<file path="src/rtl/cc_psr_condition_unit.sv">
// Processor status register and branch-condition evaluator fed by the ALU's active-low flags.
// Answers branch requests through a request/response handshake and tracks overflow events.
//
// state | meaning
// IDLE  | ready for a branch request; reqReady high
// EVAL  | condition code latched; PSR value this cycle decides the branch
// RESP  | taken registered and held with respValid until respReady
module cc_psr_condition_unit #(
  parameter int DATAWIDTH_CONDITION = 4,
  parameter int DATAWIDTH_OVFCOUNT  = 8
) (
  input  logic                          CC_PSR_CLOCK_50,
  input  logic                          CC_PSR_RESET_InLow,
  input  logic                          CC_PSR_overflow_InLow,
  input  logic                          CC_PSR_carry_InLow,
  input  logic                          CC_PSR_negative_InLow,
  input  logic                          CC_PSR_zero_InLow,
  input  logic                          CC_PSR_SetCode_In,
  input  logic [DATAWIDTH_CONDITION-1:0] CC_PSR_condition_InBus,
  input  logic                          CC_PSR_reqValid_In,
  output logic                          CC_PSR_reqReady_Out,
  output logic                          CC_PSR_respValid_Out,
  input  logic                          CC_PSR_respReady_In,
  output logic                          CC_PSR_taken_Out,
  output logic [3:0]                    CC_PSR_flags_OutBus,
  output logic                          CC_PSR_stickyOvf_Out,
  input  logic                          CC_PSR_ovfClear_In,
  output logic [DATAWIDTH_OVFCOUNT-1:0]  CC_PSR_ovfCount_OutBus
);

  typedef enum logic [1:0] {
    IDLE = 2'd0,
    EVAL = 2'd1,
    RESP = 2'd2
  } stateT;

  stateT                          state;
  logic [DATAWIDTH_CONDITION-1:0] condLatch;
  logic [3:0]                     psrFlags;
  logic                           stickyOvf;
  logic [DATAWIDTH_OVFCOUNT-1:0]  ovfCount;
  logic                           ovfEvent;

  // The upper condition bit inverts the sense of the lower eight tests.
  function automatic logic condMet(input logic [DATAWIDTH_CONDITION-1:0] sel,
                                   input logic [3:0] f);
    logic n, z, v, c, base;
    n = f[3];
    z = f[2];
    v = f[1];
    c = f[0];
    case (sel[2:0])
      3'd0:    base = 1'b0;
      3'd1:    base = z;
      3'd2:    base = z | (n ^ v);
      3'd3:    base = n ^ v;
      3'd4:    base = c | z;
      3'd5:    base = c;
      3'd6:    base = n;
      default: base = v;
    endcase
    return base ^ sel[3];
  endfunction

  assign ovfEvent = CC_PSR_SetCode_In & ~CC_PSR_overflow_InLow;

  always_ff @(posedge CC_PSR_CLOCK_50 or negedge CC_PSR_RESET_InLow) begin
    if (!CC_PSR_RESET_InLow) begin
      psrFlags <= 4'b0000;
    end else if (CC_PSR_SetCode_In) begin
      psrFlags <= {~CC_PSR_negative_InLow, ~CC_PSR_zero_InLow,
                   ~CC_PSR_overflow_InLow, ~CC_PSR_carry_InLow};
    end
  end

  // Clear outranks a coincident overflow event; the counter parks at all-ones.
  always_ff @(posedge CC_PSR_CLOCK_50 or negedge CC_PSR_RESET_InLow) begin
    if (!CC_PSR_RESET_InLow) begin
      stickyOvf <= 1'b0;
      ovfCount  <= '0;
    end else if (CC_PSR_ovfClear_In) begin
      stickyOvf <= 1'b0;
      ovfCount  <= '0;
    end else if (ovfEvent) begin
      stickyOvf <= 1'b1;
      if (ovfCount != {DATAWIDTH_OVFCOUNT{1'b1}})
        ovfCount <= ovfCount + DATAWIDTH_OVFCOUNT'(1);
    end
  end

  always_ff @(posedge CC_PSR_CLOCK_50 or negedge CC_PSR_RESET_InLow) begin
    if (!CC_PSR_RESET_InLow) begin
      state                <= IDLE;
      condLatch            <= '0;
      CC_PSR_reqReady_Out  <= 1'b1;
      CC_PSR_respValid_Out <= 1'b0;
      CC_PSR_taken_Out     <= 1'b0;
    end else begin
      case (state)
        IDLE: begin
          if (CC_PSR_reqValid_In) begin
            condLatch           <= CC_PSR_condition_InBus;
            CC_PSR_reqReady_Out <= 1'b0;
            state               <= EVAL;
          end
        end
        EVAL: begin
          CC_PSR_taken_Out     <= condMet(condLatch, psrFlags);
          CC_PSR_respValid_Out <= 1'b1;
          state                <= RESP;
        end
        RESP: begin
          if (CC_PSR_respReady_In) begin
            CC_PSR_respValid_Out <= 1'b0;
            CC_PSR_reqReady_Out  <= 1'b1;
            state                <= IDLE;
          end
        end
        default: begin
          CC_PSR_respValid_Out <= 1'b0;
          CC_PSR_reqReady_Out  <= 1'b1;
          state                <= IDLE;
        end
      endcase
    end
  end

  assign CC_PSR_flags_OutBus    = psrFlags;
  assign CC_PSR_stickyOvf_Out   = stickyOvf;
  assign CC_PSR_ovfCount_OutBus = ovfCount;

endmodule

</file>
<file path="config.mk">
export PLATFORM = sky130hd
export DESIGN_NAME = cc_psr_condition_unit
export DESIGN_NICKNAME = d
export VERILOG_FILES = /design/src/rtl/cc_psr_condition_unit.sv
export SDC_FILE = /design/constraint.sdc
export NUM_CORES = 1
export LEC_CHECK = 0
export ABC_AREA = 1
export CORE_UTILIZATION = 47
export CTS_CLUSTER_DIAMETER = 80
export CTS_CLUSTER_SIZE = 28
export DETAILED_ROUTE_END_ITERATION = 16
export PLACE_DENSITY = 0.82
export SYNTH_ARGS = -nofsm -noshare
export SYNTH_HDL_FRONTEND = slang
export SYNTH_SLANG_ARGS = --single-unit
</file>
<file path="constraint.sdc">
create_clock -name CC_PSR_CLOCK_50 -period 1.7 [get_ports CC_PSR_CLOCK_50]
set_input_delay 0.34 -clock CC_PSR_CLOCK_50 [delete_from_list [all_inputs] [get_ports CC_PSR_CLOCK_50]]
set_output_delay 0.34 -clock CC_PSR_CLOCK_50 [all_outputs]
set_load 0.03 [all_outputs]
</file>
Yosys cells after proc, flatten, opt, wreduce, memory -nomap -nowiden
Index checks and enable logic that the tools add are counted.
Storage, ports and cells
  memories kept: 0
  word-level logic and storage cells: 55
  ROM bits: 0
  bits in registers: 22
  output and inout bits: 16
  RAM bits: 0
  latch bits: 0
  input port bits: 14
Operators by class
  bitwise operators: 11
  add/subtract/negate cells: 1
  $lt $le $gt $ge: 0
  multiplexer cells: 15
  div/mod/pow operators: 0
  reductions and logical operators: 9
  equality and inequality tests: 11
  multiply operators: 0
  shift operators: 0
Operator list (number)
  $mux W8: 3
  $eq A3 B3 Y1 const B: 3
  $add A8 B1 Y8 const B: 1
  $ne A8 B8 Y1 const B: 1
  $reduce_and A2 Y1: 4
  $pmux W1 S7: 1
  $eq A3 B2 Y1 const B: 2
  $mux W1: 6
  $not A1 Y1: 6
  $pmux W1 S3: 2
  $pmux W2 S3: 1
  $mux W2: 2
  $ne A2 B2 Y1 const B: 2
  $reduce_bool A2 Y1: 2
  $eq A3 B1 Y1 const B: 1
  $logic_not A3 Y1: 1
  $reduce_and A3 Y1: 1
  $eq A2 B1 Y1 const B: 1
  $eq A2 B2 Y1 const B: 1
  $logic_not A2 Y1: 1
  $or A1 B1 Y1: 2
  $xor A1 B1 Y1: 2
  $and A1 B1 Y1: 1

Logic depth before layout (Yosys ltp)
  word-level depth: 5
  gate-level depth with buffers: 9
  depth with buffers taken out: 9

Worst setup path before layout
Ideal clock, no wire load.
  kind: register to register
  start point: register ovfCount[1] (netlist: CC_PSR_ovfCount_OutBus[1])
  end point: register ovfCount[2] (netlist: CC_PSR_ovfCount_OutBus[2])
  stages on the path, launching flop included: 8
  library setup time: 0.074 ns
  slack: 0.164 ns
  data arrival time: 1.462 ns
  required time: 1.626 ns
  cell sequence: dfrtp_1 -> ha_1 -> nand2_1 -> nor3_4 -> nor2_4 -> nor2_8 -> nand2_1 -> o21ai_2
Between the ends
  longest elaborated chain between the ends: 4
  elaborated cells between the ends (all ways): 7
RTL lines
  from (decl): RTL line 41  | logic [DATAWIDTH_OVFCOUNT-1:0] ovfCount;
  from (signal assigned): RTL line 87  | ovfCount <= ovfCount + DATAWIDTH_OVFCOUNT'(1);
  $add A8 B1 Y8: RTL line 87
  $mux W8: RTL line 86  | if (ovfCount != {DATAWIDTH_OVFCOUNT{1'b1}})
  $mux W8: RTL line 84  | end else if (ovfEvent) begin
  $mux W8: RTL line 81  | end else if (CC_PSR_ovfClear_In) begin
Parallel ways exist; a longest one is shown, timed or not. The select of a mux whose other input is x is not followed.
A chain may end at the register's enable or synchronous reset.

Final worst setup path
  start point: register CC_PSR_reqReady_Out
  end point: output CC_PSR_reqReady_Out
RTL lines
  from (decl): RTL line 21  | output logic CC_PSR_reqReady_Out,
  from (signal assigned): RTL line 95  | CC_PSR_reqReady_Out <= 1'b1;
  from (signal assigned): RTL line 103  | CC_PSR_reqReady_Out <= 1'b0;
  from (signal assigned): RTL line 115  | CC_PSR_reqReady_Out <= 1'b1;
No word-level cell between the ends.

==> impl_metrics.prom <==
# TYPE chip_impl_metric gauge
chip_impl_info{name="crit_type",value="reg -> out"} 1
chip_impl_metric{name="cts_buffer_depth",unit=""} 2
chip_impl_info{name="crit-reg2reg-capture",value="CC_PSR_ovfCount_OutBus[2]"} 1
chip_impl_metric{name="post-route-cell-area",unit="mm2"} 0.00147
chip_impl_metric{name="synth_area_in_adders",unit="%"} 1.14
chip_impl_metric{name="synth.cell_area",unit="mm2"} 0.00110
chip_impl_metric{name="min_hold_slack",unit="ns"} 0.372
chip_impl_metric{name="placement_rows",unit=""} 17
chip_impl_metric{name="sequential_fraction_of_design_power",unit="%"} 47.4
chip_impl_metric{name="worst_setup_hold_path_clk_slew",unit="ns"} 0.12
chip_impl_metric{name="number_of_vias_per_cell_after_detailed_routing",unit=""} 4.97
chip_impl_info{name="cp_top_family",value="flip-flops"} 1
chip_impl_info{name="mostFrequentLayoutCells",value="nand2_1, dfrtp_1, inv_1"} 1
chip_impl_metric{name="p_leak",unit="nW"} 0.807
chip_impl_info{name="cts_tree",value="built"} 1
chip_impl_metric{name="compound_gate_fraction_of_synth_area",unit="%"} 7.07
chip_impl_metric{name="synthesis.yosys.warnings",unit=""} 0
chip_impl_metric{name="grt_pass1_wl",unit="um"} 3970
chip_impl_metric{name="maxCapViolCount",unit=""} 0
chip_impl_info{name="critical_path.reg2reg.startpoint",value="CC_PSR_ovfCount_OutBus[1]"} 1
chip_impl_metric{name="final_period_minus_worst_setup_slack",unit="ns"} 1.57
chip_impl_metric{name="detailroute.via_count",unit=""} 994
chip_impl_metric{name="layout.cells.non_filler",unit=""} 200
chip_impl_metric{name="max_stage_delay",unit="ns"} 0.54
chip_impl_metric{name="place_congestion",unit=""} 0.860
chip_impl_metric{name="yosys-mux-area-fraction",unit="%"} 0
chip_impl_metric{name="antenna_cells_inserted",unit=""} 0
chip_impl_metric{name="synthXorXnorAreaFrac",unit="%"} 2.39
chip_impl_metric{name="final_critical_path_setup_slack",unit="ns"} 0.133
chip_impl_metric{name="setup_viol_count_final",unit=""} 0
chip_impl_metric{name="timing.reg2reg.setup_slack",unit="ns"} 0.25
chip_impl_info{name="path_cells",value="dlygate4sd2_1"} 1
chip_impl_metric{name="worst_r2r_path_depth",unit=""} 7
chip_impl_metric{name="fp.dieW",unit="um"} 50.3
chip_impl_metric{name="first_pass_detailed_route_iteration_total",unit=""} 4
chip_impl_metric{name="cts_sinks",unit=""} 22
chip_impl_info{name="status",value="completed"} 1
chip_impl_metric{name="core_area",unit="mm2"} 0.00221
chip_impl_metric{name="finalSetupTns",unit="ns"} 0
chip_impl_metric{name="grt_overflow_total",unit=""} 0
chip_impl_metric{name="netSwitchingFraction",unit="%"} 36.9
chip_impl_metric{name="globalRouteTotalUtil",unit="%"} 20.6
chip_impl_metric{name="final_nets",unit=""} 188
chip_impl_metric{name="dp.cells",unit=""} 196
chip_impl_metric{name="area_growth",unit="%"} 34.2
chip_impl_metric{name="vias_in_the_first_global_route",unit=""} 942
chip_impl_metric{name="crit_path_max_fanout",unit=""} 2
chip_impl_metric{name="pre_cts_slack",unit="ns"} 0.0366
chip_impl_metric{name="synth.ff_latch_count",unit=""} 22
chip_impl_metric{name="ioPinCount",unit=""} 30
chip_impl_metric{name="insertion_delay",unit="ns"} 0.30
chip_impl_metric{name="timing.critical_path.arrival",unit="ns"} 1.23
chip_impl_metric{name="timing.clock.skew",unit="ns"} 0.00380
chip_impl_metric{name="io_buffer_count",unit=""} 29
chip_impl_metric{name="p_clk_share",unit="%"} 18.2
chip_impl_metric{name="layout_worst_path_cycle_share",unit="%"} 92.2
chip_impl_metric{name="initial_utilization",unit="%"} 49.6
chip_impl_metric{name="combPwrFrac",unit="%"} 34.3
chip_impl_metric{name="power.internal",unit="uW"} 983
chip_impl_metric{name="cp_num_cells",unit=""} 1
chip_impl_metric{name="postLayoutCoreUtil",unit="%"} 66.6
chip_impl_metric{name="power_density",unit="mW/mm2"} 1060
chip_impl_info{name="clk_root_buffer_cell",value="clkbuf_4"} 1
chip_impl_metric{name="power.total",unit="mW"} 1.56
chip_impl_metric{name="final-hold-violation-count",unit=""} 0
chip_impl_metric{name="die_span_y",unit="um"} 50.3
chip_impl_info{name="most_common_cell_after_layout_fill_and_taps_aside",value="nand2_1"} 1
chip_impl_metric{name="timing_max_transition_violations_final",unit=""} 0
chip_impl_metric{name="ant_nets",unit=""} 0
chip_impl_metric{name="critPathBufInv",unit=""} 1
chip_impl_metric{name="max-vdd-ir-drop",unit="uV"} 668
chip_impl_metric{name="final_layout_size_suffix_gt1_share",unit="%"} 9.88
chip_impl_metric{name="htree_num_levels",unit=""} 1
chip_impl_metric{name="placed_cell_area",unit="mm2"} 0.00145
chip_impl_info{name="crit_path_top_delay_cell",value="dfstp_2"} 1
chip_impl_metric{name="cts_made_buffers",unit=""} 3
chip_impl_metric{name="wirelength",unit="um"} 2290
chip_impl_metric{name="drt_iter0_markers",unit=""} 19
chip_impl_metric{name="yosysSeqAreaShare",unit="%"} 50.3
chip_impl_metric{name="max_freq",unit="GHz"} 0.638
chip_impl_info{name="startpoint",value="CC_PSR_reqReady_Out"} 1
chip_impl_metric{name="drt_drc_violations_left",unit=""} 0
chip_impl_info{name="crit_path_end",value="CC_PSR_reqReady_Out"} 1
chip_impl_metric{name="synthesis.instances",unit=""} 136
chip_impl_metric{name="postSynthNetCount",unit=""} 151
chip_impl_metric{name="routed_wire_length_per_instance",unit="um"} 11.5
chip_impl_metric{name="ys_types",unit=""} 20
chip_impl_metric{name="worst_slew_pin_slew",unit="ns"} 0.327
chip_impl_metric{name="synth.avg_cell_area",unit="um2"} 8.07
chip_impl_metric{name="worst-endpoint-required",unit="ns"} 1.36
chip_impl_metric{name="dieArea",unit="mm2"} 0.00253
chip_impl_metric{name="slew_headroom",unit="%"} 78.2
chip_impl_info{name="synth_top_family_by_area",value="simple AND/OR/NAND/NOR gates"} 1
chip_impl_metric{name="grt_start_max_net_pins",unit=""} 23
chip_impl_metric{name="detailed_place_hpwl",unit="um"} 1770
chip_impl_metric{name="p_switching",unit="uW"} 575
chip_impl_info{name="critPathCaptureType",value="output pin"} 1
chip_impl_info{name="min_path_type",value="in -> async"} 1
chip_impl_metric{name="area_fraction_in_and_or_nand_and_nor_cells_after_synthesis",unit="%"} 33.3
chip_impl_metric{name="antenna_violations_before_repair",unit=""} 0
chip_impl_info{name="grt_setup_unrepaired",value="false"} 1
chip_impl_info{name="worst_setup_path_start_kind",value="register"} 1
## area by class of cell
cell class	count	area [um2]
Tap cell	28	35.0
Clock buffer	4	36.3
Sequential cell	22	552
Inverter	17	63.8
Multi-Input combinational cell	97	482
Timing Repair Buffer	32	304
Fill cell	209	739
## what timing repair did
item / CTS / global route
resized for setup: 13 / 3
hold buffers: 0 / 0
buffers inserted: 0 / 0
endpoints found under the setup margin: 13 / 3
## worst reg2reg max path: cells and delay by family, from the launching register on
family          cells  cell delay [ns]
simple gates        5             0.67
compound gates      1             0.06
fa+ha+maj           1             0.21
flops               1             0.43
## worst min path at each step
stage / from / to / slack, ns
finish: CC_PSR_RESET_InLow / CC_PSR_flags_OutBus[2] / 0.37
global route: CC_PSR_RESET_InLow / condLatch[1] / 0.37
CTS: CC_PSR_RESET_InLow / condLatch[1] / 0.38
detailed placement: CC_PSR_reqReady_Out / CC_PSR_reqReady_Out / 0.46
global placement: CC_PSR_reqReady_Out / CC_PSR_reqReady_Out / 0.46
floorplan: CC_PSR_RESET_InLow / CC_PSR_flags_OutBus[0] / 0.04
## power by group through the flow
stage / logic [mW] / clock network (mW) / registers [mW]
after floorplan: 0.259 / 0 / 0.833
after global placement: 0.541 / 0 / 0.745
after detailed placement: 0.561 / 0 / 0.752
after CTS: 0.546 / 0.295 / 0.740
after global routing: 0.610 / 0.315 / 0.757
final: 0.535 / 0.284 / 0.739
## sequential cells by signal (all words and copies together), names as in the netlist
register and count:
CC_PSR_flags_OutBus 4, CC_PSR_ovfCount_OutBus 8, CC_PSR_reqReady_Out 1, CC_PSR_respValid_Out 1, CC_PSR_stickyOvf_Out 1, CC_PSR_taken_Out 1
condLatch 4, state 2
## Yosys cell counts
| cell type | count | area, um2 |
|---|---|---|
| o21ai_0 | 11 | 55.1 |
| ha_1 | 1 | 12.5 |
| nand3b_1 | 1 | 7.51 |
| dfrtp_1 | 21 | 526 |
| inv_1 | 14 | 52.6 |
| a21oi_1 | 1 | 5.00 |
| nand4_1 | 3 | 18.8 |
| nor2_4 | 1 | 11.3 |
| nor3_4 | 1 | 16.3 |
| nor2_1 | 13 | 48.8 |
| inv_2 | 2 | 7.51 |
| or2_2 | 1 | 6.26 |
| nand3_1 | 13 | 65.1 |
| dfstp_2 | 1 | 26.3 |
| clkinv_1 | 1 | 3.75 |
| o21ai_2 | 2 | 17.5 |
| nor2_8 | 1 | 20.0 |
| nand2_1 | 44 | 165 |
| nand2_2 | 1 | 6.26 |
| xor2_1 | 3 | 26.3 |
## cells by family (layout without fill, tap and decap cells)
group           after synthesis  in the layout
compound gates               14             14
xor+xnor                      3              3
fa+ha+maj                     1              1
buf+inv                      17             53
flops                        22             22
simple gates                 79             79
## per-layer routing
layer  track usage, %  routed length (um)
met5                0                   0
met4             7.41                  15
met3             3.03                 106
met2             35.8                1150
met1             25.8                1020
Power figures use the tool's default switching activity.
